### config.mk
export PLATFORM = sky130hd
export DESIGN_NAME = multicycle_sequencer
export DESIGN_NICKNAME = d
export VERILOG_FILES = /design/src/rtl/multicycle_sequencer.sv
export SDC_FILE = /design/constraint.sdc
export NUM_CORES = 1
export LEC_CHECK = 0
export ABC_CLOCK_PERIOD_IN_PS = 3100
export CAP_MARGIN = 20
export CORE_MARGIN = 8
export CORE_UTILIZATION = 50
export CTS_CLUSTER_SIZE = 10
export DETAILED_ROUTE_END_ITERATION = 16
export PLACE_DENSITY_LB_ADDON = 0.05
export SYNTH_ARGS = -nofsm -noshare
export SYNTH_HDL_FRONTEND = slang
export SYNTH_SLANG_ARGS = --single-unit
### constraint.sdc
create_clock -name clk -period 3.1 [get_ports clk]
set_input_delay 0.93 -clock clk [delete_from_list [all_inputs] [get_ports clk]]
set_output_delay 0.93 -clock clk [all_outputs]
set_load 0.005 [all_outputs]
### src/rtl/multicycle_sequencer.sv
// Multicycle control sequencer: walks state 0..NUM_STATES-1 once per instruction,
// with memory stalls, early completion, boundary halting and illegal-state recovery.
module multicycle_sequencer #(
  parameter int unsigned           NUM_STATES = 5,
  parameter int unsigned           STATE_W    = 3,
  parameter logic [NUM_STATES-1:0] STALL_MASK = 5'b11111,
  parameter int unsigned           COUNT_W    = 16
) (
  input  logic                  clk,
  input  logic                  reset,
  input  logic                  waitRequest,
  input  logic                  early_done,
  input  logic                  halt,
  output logic [STATE_W-1:0]    state,
  output logic [NUM_STATES-1:0] state_onehot,
  output logic                  instr_done,
  output logic                  stalled,
  output logic                  halted,
  output logic [COUNT_W-1:0]    instr_count
);

  typedef enum logic {
    RUN  = 1'b0,
    PARK = 1'b1
  } mode_e;

  localparam logic [STATE_W:0]   NUM_S  = (STATE_W + 1)'(NUM_STATES);
  localparam logic [STATE_W-1:0] LAST_S = STATE_W'(NUM_STATES - 1);

  logic [STATE_W-1:0] state_q, state_d;
  logic [COUNT_W-1:0] count_q, count_d;
  mode_e              mode_q, mode_d;

  logic legal;
  logic mask_bit;
  logic stall_en;
  logic last;

  always_ff @(posedge clk or negedge reset) begin
    if (!reset) begin
      state_q <= '0;
      count_q <= '0;
      mode_q  <= RUN;
    end else begin
      state_q <= state_d;
      count_q <= count_d;
      mode_q  <= mode_d;
    end
  end

  // Mask lookup and one-hot decode are done by comparison so that an
  // out-of-range state never indexes past the end of STALL_MASK.
  always_comb begin
    legal        = ({1'b0, state_q} < NUM_S);
    mask_bit     = 1'b0;
    state_onehot = '0;
    for (int unsigned i = 0; i < NUM_STATES; i++) begin
      if (state_q == STATE_W'(i)) begin
        mask_bit        = STALL_MASK[i];
        state_onehot[i] = legal;
      end
    end
    stall_en = legal && mask_bit && waitRequest;
    last     = (state_q == LAST_S) || early_done;
  end

  always_comb begin
    state_d    = state_q;
    count_d    = count_q;
    mode_d     = mode_q;
    instr_done = 1'b0;
    stalled    = 1'b0;
    if (!legal) begin
      state_d = '0;
    end else if (mode_q == PARK) begin
      state_d = '0;
      if (!halt) begin
        mode_d = RUN;
      end
    end else if (stall_en) begin
      stalled = 1'b1;
    end else if (last) begin
      state_d    = '0;
      instr_done = 1'b1;
      count_d    = count_q + COUNT_W'(1);
      if (halt) begin
        mode_d = PARK;
      end
    end else begin
      state_d = state_q + STATE_W'(1);
    end
  end

  assign state       = state_q;
  assign halted      = (mode_q == PARK);
  assign instr_count = count_q;

endmodule

==> out/metrics.yaml <==
synth.avg_cell_area_sq_um: 10.6
synth_most_common_cell: "dfrtp_1"
synthCells: 105
fillers: 173
synth_area_leaders: "dfrtp_1 (45%), xnor2_1 (11%), ha_1 (6.8%)"
totalWireLength_mm: 2.52
synth_common_cells: "dfrtp_1 (20), xnor2_1 (14), nand4_1 (8), nand3_1 (7), nor2_1 (7)"
cp.required_ns: 2.17
drc: 0
worstHoldPathCells: 1
rsz0062_at_grt: "no"
min_delay_worst_endpoint: "instr_count[15]"
layout-drive-gt1-share_pct: 15.3
multi_input_area_sq_um: 587
cts_hold_buf: 0
clock-sinks: 20
cts_buffers: 3
ctsHtreeMaxLevel: 1
dp.cells: 167
criticalPathCategory: "in -> out"
clock_latency_ns: 0.31
vdd_drop_max_mv: 0.654
synth_top_area_share_pct: 45.1
seq_area_frac_synth_pct: 45.1
syn2layout_area_growth_pct: 39.2
status: "complete, no violations"
hp-start: "instr_count[15]"
async_reset_ff_share_pct: 100
antenna_found_initial: 0
seq_area_sq_um: 503
synth_ff_type: "dfrtp_1"
min_period_over_period_pct: 94.3
ys_types: 27
ys_seq_elements: 20
grt_pass1_wl_mm: 4.59
port_buffers: 31
grt_start_max_net_pins: 21
cts_root_buf: "clkbuf_4"
hpwl_mm: 1.90
p_leak_uw: 0.000660
r2r_end: "instr_count[9]"
fin_nets: 156
cts_tree: "done"
worst_pin_slew_ns: 0.370
die_width_um: 63.1
ys_warn_count: 0
max_freq_mhz: 342
powerDensity_nw_per_um2: 734
synth_area_leader_cell: "dfrtp_1"
gp_congestion: 0.867
vias_per_cell: 5.24
hp-class: "reg -> reg"
wl_per_cell_um: 14.7
utilization_pct: 71.9
syn_area_sq_um: 1110
vias: 902
synth_edf_count: 0
fin_skew_ns: 0.00666
ios: 32
drt_iter0_drc: 38
grt_pass1_vias: 952
antenna_left: 0
layout.cells.non_filler: 172
r2r_slack_ns: 0.91
fin_crit_ns: 2.92
grtUsageTotal_pct: 14.1
r2r_cells: 9
r2r_start: "state[0]"
relSlewSlack_pct: 75.2
antennaDiodeCount: 0
dieArea_sq_um: 3980
start_util_pct: 51.7
slew_violations: 0
std_cell_rows: 17
clk_path_buf_depth: 2
overflow: 0
crit_fanout: 3
crit_arrival_ns: 1.99
cap_violations: 0
coreArea_sq_um: 2150
syn_nets: 116
hold_viol_final: 0
crit_path_start_kind: "input pin"
path_clk_slew_ns: 0.12
crit_path_end_kind: "output pin"
setup_viol_count_final: 0
drt_pre_antenna_iters: 4
die_h_um: 63.1
[stage by stage]
| stage | hold slack (ns) | setup WS [ns] | setup TNS (ns) | power (uW) | cell area, sq um |
|---|---|---|---|---|---|
| floorplan | 0.468 | 0.710 | 0 | 654 | 1110 |
| global placement | 0.463 | -0.115 | -0.203 | 910 | 1480 |
| detailed placement | 0.473 | -0.131 | -0.219 | 920 | 1480 |
| CTS | 0.498 | 0.163 | 0 | 1150 | 1550 |
| global route | 0.517 | 0.112 | 0 | 1220 | 1550 |
| finish | 0.487 | 0.178 | 0 | 1130 | 1550 |
[where the power goes]
| group | leakage (uW) | switching, uW | internal (uW) |
|---|---|---|---|
| clock | 0.0000279 | 84.8 | 131 |
| combinational | 0.000368 | 232 | 302 |
| sequential | 0.000265 | 68.8 | 316 |
[layout make-up]
cell class,count,share of cell area (%)
inverters,4,0.972
well taps,28,2.27
clock inverters,1,1.94
flip-flops and latches,20,32.6
repair buffers,37,22.8
multi-input cells,79,38.0
clock buffers,3,1.46
[how the worst max path moves through the flow]
stage / startpoint / cells past startpoint / slack [ns] / to
2_1_floorplan: state[0] / 5 / 0.71 / instr_done
3_3_place_gp: waitRequest / 4 / -0.11 / stalled
3_5_place_dp: waitRequest / 4 / -0.13 / stalled
4_1_cts: waitRequest / 4 / 0.16 / stalled
5_1_grt: waitRequest / 4 / 0.11 / stalled
6_report: waitRequest / 4 / 0.18 / stalled
[worst max-delay path, stage by stage]
cell and delay (ns):
clkdlybuf4s50_1 0.46, a21boi_4 0.22, and2_4 0.16, dlygate4sd2_1 0.22
[kinds of logic (layout without fill, tap and decap cells)]
group	after synthesis	after routing	share of synthesized area, %
AO/OA/AOI/OAI	9	9	6.88
multiplexers	1	1	1.01
buffers and inverters	6	45	2.14
adder cells (fa/ha/maj)	6	6	6.76
XOR/XNOR	15	15	11.8
AND/OR/NAND/NOR	48	48	26.3
flip-flops	20	20	45.1
[layout by cell type, fill, tap and decap left out]
master	n
mux2_2	1
nor3_1	4
a21boi_4	1
ha_1	6
and2b_2	3
bufinv_16	1
nor3_4	2
nand4_1	8
a21oi_1	5
dfrtp_2	2
o22a_1	1
nand2_1	6
nor2_1	7
xnor2_1	14
or3_2	1
nand3_1	7
inv_1	4
and3_1	3
and2_1	2
o21ai_0	1
clkbuf_4	3
nand2b_1	2
dfrtp_1	18
and4_1	1
xor2_1	1
clkdlybuf4s50_1	29
buf_4	6
o21bai_4	1
dlygate4sd2_1	2
and2_4	1
nand4bb_1	1
[sequential cells by signal, summed over array words and instances, names as in the netlist]
signal       count
state            3
halted           1
instr_count     16
[routing by layer]
layer / share of wire (%) / GRT usage (%) / vias up
met5: 0 / 0 / -
met4: 2.3 / 7.98 / 0
met3: 6.3 / 4.59 / 5
met2: 46 / 22.0 / 27
met1: 45 / 16.7 / 424
li1: - / - / 446
[what timing repair did]
action                                  in CTS  in global routing
resized for setup                            5                  0
endpoints found under the setup margin       2                  0
buffers inserted                             1                  0
(Power assumes the default switching activity.)
